--- config.mk ---
export PLATFORM = sky130hd
export DESIGN_NAME = mem_arbiter
export DESIGN_NICKNAME = d
export VERILOG_FILES = /design/src/rtl/mem_arbiter_pkg.sv /design/src/rtl/mem_arbiter.sv
export SDC_FILE = /design/constraint.sdc
export NUM_CORES = 1
export LEC_CHECK = 0
export BUFFER_PORTS_ARGS = -buffer_cell sky130_fd_sc_hd__buf_2
export CAP_MARGIN = 20
export CORE_AREA = 2 2 107 109
export CTS_CLUSTER_DIAMETER = 80
export DETAILED_ROUTE_END_ITERATION = 10
export DIE_AREA = 0 0 109 111
export GPL_TIMING_DRIVEN = 0
export PLACE_DENSITY = 0.83
export SLEW_MARGIN = 20
export SYNTH_ARGS = -nofsm -noshare
export SYNTH_HDL_FRONTEND = slang
export SYNTH_SLANG_ARGS = --single-unit
--- constraint.sdc ---
create_clock -name clk -period 3.1 [get_ports clk]
set_input_delay 0.155 -clock clk [delete_from_list [all_inputs] [get_ports clk]]
set_output_delay 0.155 -clock clk [all_outputs]
set_load 0.1 [all_outputs]
--- src/rtl/mem_arbiter_pkg.sv ---
// Shared types for the ICache/DCache-to-memory arbiter: FSM states, grant owner
// and access-size encodings used by the cache front-ends.
package mem_arbiter_pkg;

   typedef enum logic [2:0] {
      IDLE   = 3'd0,
      I_REQ  = 3'd1,
      I_WAIT = 3'd2,
      D_REQ  = 3'd3,
      D_WAIT = 3'd4,
      RESP   = 3'd5
   } arb_state_t;

   typedef enum logic {
      OWN_INST = 1'b0,
      OWN_DATA = 1'b1
   } arb_owner_t;

   localparam logic [1:0] SIZE_BYTE = 2'd0;
   localparam logic [1:0] SIZE_HALF = 2'd1;
   localparam logic [1:0] SIZE_WORD = 2'd2;

   // The reserved encoding 3 is issued to memory as a full word.
   function automatic logic [1:0] norm_size(input logic [1:0] s);
      case (s)
         SIZE_BYTE, SIZE_HALF: return s;
         default:              return SIZE_WORD;
      endcase
   endfunction

endpackage

--- src/rtl/mem_arbiter.sv ---
// Two-master (inst/data) to one-slave memory arbiter, one transaction in flight; grant->data_ok is 3 cycles minimum.
// Stalls on mem_addr_ok with mem_* held stable; new requests are only accepted in IDLE.
module mem_arbiter
   import mem_arbiter_pkg::*;
#(
   parameter int ADDR_W = 32,
   parameter int DATA_W = 32
) (
   input  logic              clk,
   input  logic              rst,

   input  logic              inst_req,
   input  logic [ADDR_W-1:0] inst_addr,
   input  logic              inst_cancel,
   output logic              inst_addr_ok,
   output logic              inst_data_ok,
   output logic [DATA_W-1:0] inst_rdata,

   input  logic              data_req,
   input  logic              data_wr,
   input  logic [1:0]        data_size,
   input  logic [ADDR_W-1:0] data_addr,
   input  logic [DATA_W-1:0] data_wdata,
   output logic              data_addr_ok,
   output logic              data_data_ok,
   output logic [DATA_W-1:0] data_rdata,

   output logic              mem_req,
   output logic              mem_wr,
   output logic [1:0]        mem_size,
   output logic [ADDR_W-1:0] mem_addr,
   output logic [DATA_W-1:0] mem_wdata,
   input  logic              mem_addr_ok,
   input  logic              mem_data_ok,
   input  logic [DATA_W-1:0] mem_rdata
);

   arb_state_t        state;
   arb_owner_t        last_grant;
   arb_owner_t        owner;
   logic              cancel_pending;
   logic              grant_inst;
   logic              grant_data;
   logic              cancel_hit;
   logic              inst_ok_q;
   logic              data_ok_q;
   logic [DATA_W-1:0] resp_data;

   // Data has priority under contention unless it won the previous grant.
   always_comb begin
      grant_inst = 1'b0;
      grant_data = 1'b0;
      if (state == IDLE && !rst) begin
         if (inst_req && data_req) begin
            if (last_grant == OWN_DATA) grant_inst = 1'b1;
            else                        grant_data = 1'b1;
         end else begin
            grant_inst = inst_req;
            grant_data = data_req;
         end
      end
   end

   assign cancel_hit = inst_cancel &&
                       (state == I_REQ || state == I_WAIT || grant_inst ||
                        (state == RESP && owner == OWN_INST));

   assign inst_addr_ok = grant_inst;
   assign data_addr_ok = grant_data;
   // A flush landing in the response cycle itself must still swallow the pulse.
   assign inst_data_ok = inst_ok_q & ~inst_cancel;
   assign data_data_ok = data_ok_q;
   assign inst_rdata   = resp_data;
   assign data_rdata   = resp_data;

   always_ff @(posedge clk) begin
      if (rst) begin
         state          <= IDLE;
         last_grant     <= OWN_INST;
         owner          <= OWN_INST;
         cancel_pending <= 1'b0;
         mem_req        <= 1'b0;
         inst_ok_q      <= 1'b0;
         data_ok_q      <= 1'b0;
      end else begin
         inst_ok_q <= 1'b0;
         data_ok_q <= 1'b0;

         if (state == RESP)   cancel_pending <= 1'b0;
         else if (cancel_hit) cancel_pending <= 1'b1;

         case (state)
            IDLE: begin
               if (grant_data) begin
                  state      <= D_REQ;
                  last_grant <= OWN_DATA;
                  mem_req    <= 1'b1;
               end else if (grant_inst) begin
                  state      <= I_REQ;
                  last_grant <= OWN_INST;
                  mem_req    <= 1'b1;
               end
            end
            I_REQ: begin
               if (mem_addr_ok) begin
                  state   <= I_WAIT;
                  mem_req <= 1'b0;
               end
            end
            D_REQ: begin
               if (mem_addr_ok) begin
                  state   <= D_WAIT;
                  mem_req <= 1'b0;
               end
            end
            I_WAIT: begin
               if (mem_data_ok) begin
                  state     <= RESP;
                  owner     <= OWN_INST;
                  inst_ok_q <= !(cancel_pending || inst_cancel);
               end
            end
            D_WAIT: begin
               if (mem_data_ok) begin
                  state     <= RESP;
                  owner     <= OWN_DATA;
                  data_ok_q <= 1'b1;
               end
            end
            RESP:    state <= IDLE;
            default: state <= IDLE;
         endcase
      end
   end

   // Request register: mem_* are driven straight from here and hold until the next grant.
   always_ff @(posedge clk) begin
      if (rst) begin
         mem_wr    <= 1'b0;
         mem_size  <= SIZE_BYTE;
         mem_addr  <= '0;
         mem_wdata <= '0;
      end else if (grant_data) begin
         mem_wr    <= data_wr;
         mem_size  <= norm_size(data_size);
         mem_addr  <= data_addr;
         mem_wdata <= data_wdata;
      end else if (grant_inst) begin
         mem_wr    <= 1'b0;
         mem_size  <= SIZE_WORD;
         mem_addr  <= inst_addr;
         mem_wdata <= '0;
      end
   end

   always_ff @(posedge clk) begin
      if (rst)
         resp_data <= '0;
      else if ((state == I_WAIT || state == D_WAIT) && mem_data_ok)
         resp_data <= mem_rdata;
   end

endmodule

-- Word-level counts from Yosys, hierarchy flattened
Cells that the tools add are included.
- equal/unequal tests: 13
- bitwise gates (word level): 6
- mux-type cells: 30
- reduce and logical (&&, ||, !) cells: 27
- operators with widths (kind ; count):
    $mux 32 ; 4
    $mux 1 ; 15
    $mux 3 ; 5
    $pmux 3 s4 ; 1
    $reduce_or 2->1 ; 5
    $ne 2x2->1 const B ; 4
    $eq 3x2->1 const B ; 2
    $eq 3x3->1 const B ; 2
    $mux 2 ; 3
    $reduce_and 3->1 ; 2
    $reduce_bool 2->1 ; 3
    $logic_and 1x1->1 ; 5
    $logic_or 1x1->1 ; 5
    $not 1->1 ; 5
    $ne 2x1->1 const B ; 2
    $pmux 1 s2 ; 2
    $reduce_and 4->1 ; 1
    $eq 3x1->1 const B ; 1
    $logic_not 3->1 ; 1
    $ne 3x3->1 const B ; 1
    $reduce_or 3->1 ; 1
    $eq 2x1->1 const B ; 1
    $logic_not 1->1 ; 2
    $logic_not 2->1 ; 1
    2 further kinds ; 2
- logic and storage cells: 88
- register bits after elaboration: 108
- input bits: 138
- output and inout port bits: 136

-- Logic depth before layout (Yosys ltp)
- depth after elaboration: 6
- mapped depth: 6
- depth with buffers taken out: 4

-- Least setup slack after synthesis
Ideal clock, no wire load.
- path kind: register to register
- from: reg state[2]
- to: reg mem_wdata[0]
- required time: 3.032 ns
- library setup time: 0.068 ns
- setup slack: 1.309 ns
- path buffers: 1
- period minus slack after synthesis: 1.791 ns
- stages on the path, launching flop included: 6
- data arrival time: 1.723 ns
- path through: dfxtp_1 > or4_4 > nor2_8 > buf_4 > a22oi_1 > nor2_1
- cells in the longest elaborated chain, start to end: 4
- elaborated cells between the ends (all ways): 6
- classes of those cells: 3 x mux; 3 x reduce/logical
- RTL lines (what ; line ; text):
    start: declaration ; mem_arbiter.sv:38 ; arb_state_t state;
    start signal: assignment ; mem_arbiter.sv:78 ; state <= IDLE;
    start signal: assignment ; mem_arbiter.sv:95 ; state <= D_REQ;
    start signal: assignment ; mem_arbiter.sv:99 ; state <= I_REQ;
    $logic_not 3->1 * ; mem_arbiter.sv:53 ; if (state == IDLE && !rst) begin
    $logic_and 1x1->1 * ; mem_arbiter.sv:53 ;
    $mux 1 * ; mem_arbiter.sv:53 ;
    named net data_addr_ok ; mem_arbiter.sv:24 ; output logic data_addr_ok,
    $mux 32 / $reduce_bool 2->1 (equally long branches) ; - ;
    end signal: assignment ; mem_arbiter.sv:147 ; mem_wdata <= data_wdata;
    end: declaration ; mem_arbiter.sv:32 ; output logic [DATA_W-1:0] mem_wdata,
Mark *: on every way through the listed nets, which the timed path passes. The rest lies on a longest branch.
A chain may end at the register's enable or synchronous reset.

-- Worst setup path in the final report
- from: reg state[2]
- to: out data_addr_ok
- cells in the longest elaborated chain, start to end: 3
- RTL lines (what ; line):
    $logic_not 3->1 ; mem_arbiter.sv:53
    $logic_and 1x1->1 ; mem_arbiter.sv:53
    $mux 1 ; mem_arbiter.sv:53
    end: declaration ; mem_arbiter.sv:24
Every way passes these cells.

==> impl_metrics.py <==
metrics = {
    "outcome": {
        "outcome": "finished, final reports clean",
    },
    "grt": {
        "overflow": 0,
        "antenna_found_initial": 0,
        "grt_max_degree": 16,
        "grt_pass1_wl_um": 19400,
        "grt_usage": 0.202,
        "grt_pass1_vias": 4084,
    },
    "worst_setup_path": {
        "critPathMaxStageDelay_ns": 0.64,
        "slowest_stage": "or4_4",
        "critPathKind": "reg -> out",
        "path_max_fanout": 10,
        "cp_data_required_time_ns": 2.94,
        "worstPathArrival_ns": 2.18,
        "crit_path_end_kind": "output pin",
        "cp_cell_sequence": "or4_4, nor2_8, buf_4, buf_2",
        "worst_setup_path_start_kind": "register",
    },
    "floorplan": {
        "die_h_um": 111,
        "ios": 274,
        "floorplan.initialDensity": 0.399,
        "fp.dieW_um": 109,
        "coreArea_sq_um": 11100,
        "num_rows": 39,
        "dieArea_sq_um": 12100,
    },
    "logic_synthesis": {
        "synth_ff_type": "dfxtp_1",
        "synthTopCellsByCount": "dfxtp_1, nor2_1, nand2_1",
        "syn_area_sq_um": 4420,
        "synth_area_leader_cell": "dfxtp_1",
        "synth_area_per_cell_sq_um": 8.96,
        "ys_seq_elements": 107,
        "syn_inst": 493,
        "syn-num-nets": 631,
        "synth-async-reset-ratio": 0,
        "ys_seq_area_frac": 0.485,
        "post-synth-top-count-cell": "dfxtp_1",
        "synthTopCellsByArea": "dfxtp_1, a211oi_2, nor2_1",
        "synth_top_area_share": 0.485,
        "synth_cell_types": 36,
        "synth_edf_count": 0,
        "ys.warnings.count": 0,
    },
    "sta": {
        "rsz0062_at_grt": "no",
        "skew_ns": 0.00685,
        "drv_slew": 0,
        "tns_ns": 0,
        "max_slew_margin": 0.528,
        "fin_crit_sh": 0.754,
        "fmax_ghz": 0.428,
        "worstMarginPinSlew_ns": 0.708,
        "setup_violations": 0,
        "finalWorstSetupSlack_ns": 0.763,
        "fin_crit_ns": 2.34,
        "finalHoldViolations": 0,
    },
    "clock_tree": {
        "cts_hold_buf": 0,
        "clk_latency_ns": 0.34,
        "cts.htree.levels": 3,
        "cts_root_buffer": "clkbuf_16",
        "cts_made_buffers": 9,
        "cts_tree": "yes",
        "clkTransAtPathRegs_ns": 0.07,
        "cts_buffer_depth": 2,
        "post_cts_resized": 0,
        "cts_setup_buffers": 0,
        "clock-sinks": 107,
    },
    "route": {
        "viasPerCell": 4.88,
        "drcViolationCount": 0,
        "ant_nets": 0,
        "drt_iter0_markers": 201,
        "wl_um": 12800,
        "vias": 4502,
        "dr.pass1.iters": 4,
        "wl_per_cell_um": 13.8,
    },
    "finish": {
        "n_fill_cell": 1028,
        "diodes": 0,
        "final_util": 0.563,
        "layout.nets": 914,
        "synthToLayoutAreaGrowth_pct": 41.2,
        "layout-drive-gt1-share": 0.465,
    },
    "power": {
        "pwr-share-clk": 0.212,
        "p_total_mw": 5.12,
        "p_sw_frac": 0.486,
        "combPwrFrac": 0.468,
        "power.density_nw_per_um2": 820,
        "p_leak_nw": 3.02,
        "seq_power_share": 0.320,
        "internal-power_mw": 2.63,
        "power.switching_mw": 2.49,
        "ir_drop_mv": 0.441,
    },
    "placed_design": {
        "dpl.hpwl_um": 9820,
        "place_ws_ns": 1.10,
        "portBuffers": 272,
        "gp_congestion": 0.804,
    },
    "flow_run": {
        "maxCapViolations": 0,
    },
    "min_path": {
        "hold_class": "in -> reg",
    },
}
per-stage QoR:
step | area [sq um] | instances | hold WS, ns
final | 6240 | 923 | 0.0490
after detailed placement | 5960 | 908 | 0.402
after CTS | 6240 | 923 | 0.0399
after floorplan | 4420 | 493 | 0.282
after global placement | 5960 | 908 | 0.395
after global routing | 6240 | 923 | 0.0461
area by class of cell:
| class | instances | area, sq um | area share |
|---|---|---|---|
| plain buffers | 73 | 433 | 0.0694 |
| clock buffers | 14 | 274 | 0.0439 |
| clock inverters | 1 | 7.51 | 0.00120 |
| inverters | 5 | 18.8 | 0.00301 |
| multi-input cells | 308 | 1830 | 0.293 |
| flip-flops and latches | 107 | 2140 | 0.343 |
| well taps | 143 | 179 | 0.0287 |
| repair buffers | 272 | 1360 | 0.218 |
per-layer routing:
layer,GRT usage,vias up,part of all wire
li1,-,2254,-
met1,0.242,2066,0.41
met2,0.359,170,0.51
met3,0.0447,12,0.069
met4,0.0547,0,0.011
met5,0,-,0
kinds of logic (layout without fill, tap and decap cells):
logic type               count (synthesis)  after routing  share of synthesized area
AO/OA/AOI/OAI                          145            145                      0.250
XOR/XNOR                                 2              2                    0.00396
adder cells (fa/ha/maj)                  1              1                    0.00227
buffers and inverters                   78            365                      0.102
flip-flops                             107            107                      0.485
multiplexers                             1              1                    0.00255
AND/OR/NAND/NOR                        159            159                      0.155
path summary, 6_finish.rpt:
path,slack [ns],to,startpoint,depth (start not counted)
max,0.76,data_addr_ok,state[2],4
min,0.05,data_rdata[24],mem_rdata[24],3
max reg2reg,1.16,mem_wdata[3],state[2],5
min reg2reg,0.47,data_rdata[1],data_rdata[1],2
sequential cells by signal, summed over array words and instances, names as in the netlist, 2 cells and up:
| register | count |
|---|---|
| data_rdata | 32 |
| mem_size | 2 |
| state | 3 |
| mem_addr | 32 |
| mem_wdata | 32 |
cells in the final DEF (no fill, tap or decap), drive strengths merged, types with 2 or more instances in the layout:
| cell type | netlist | routed |
|---|---|---|
| clkbuf | 30 | 44 |
| a311oi | 2 | 2 |
| and3 | 3 | 3 |
| a21oi | 35 | 35 |
| nor3 | 3 | 3 |
| xor2 | 2 | 2 |
| a31oi | 2 | 2 |
| o22ai | 32 | 32 |
| nor2 | 78 | 78 |
| nand2 | 66 | 66 |
| a211oi | 32 | 32 |
| buf | 43 | 315 |
| a22oi | 34 | 34 |
| o21ai | 4 | 4 |
| inv | 5 | 5 |
| dfxtp | 107 | 107 |
| nand3 | 3 | 3 |
power by group through the flow:
| stage | registers, mW | logic, mW | clock network, mW |
|---|---|---|---|
| floorplan | 2.69 | 0.957 | 0 |
| global placement | 1.66 | 2.38 | 0 |
| detailed placement | 1.67 | 2.40 | 0 |
| CTS | 1.64 | 2.40 | 1.11 |
| global route | 1.65 | 2.50 | 1.17 |
| finish | 1.64 | 2.39 | 1.09 |
critical path, delay by kind of cell, from the launching register on:
kind / cells / cell delay (ns)
buffers and inverters: 2 / 0.63
and+or+nand+nor: 2 / 0.83
DFF: 1 / 0.37
No activity file was read; power rests on OpenSTA's default activity.
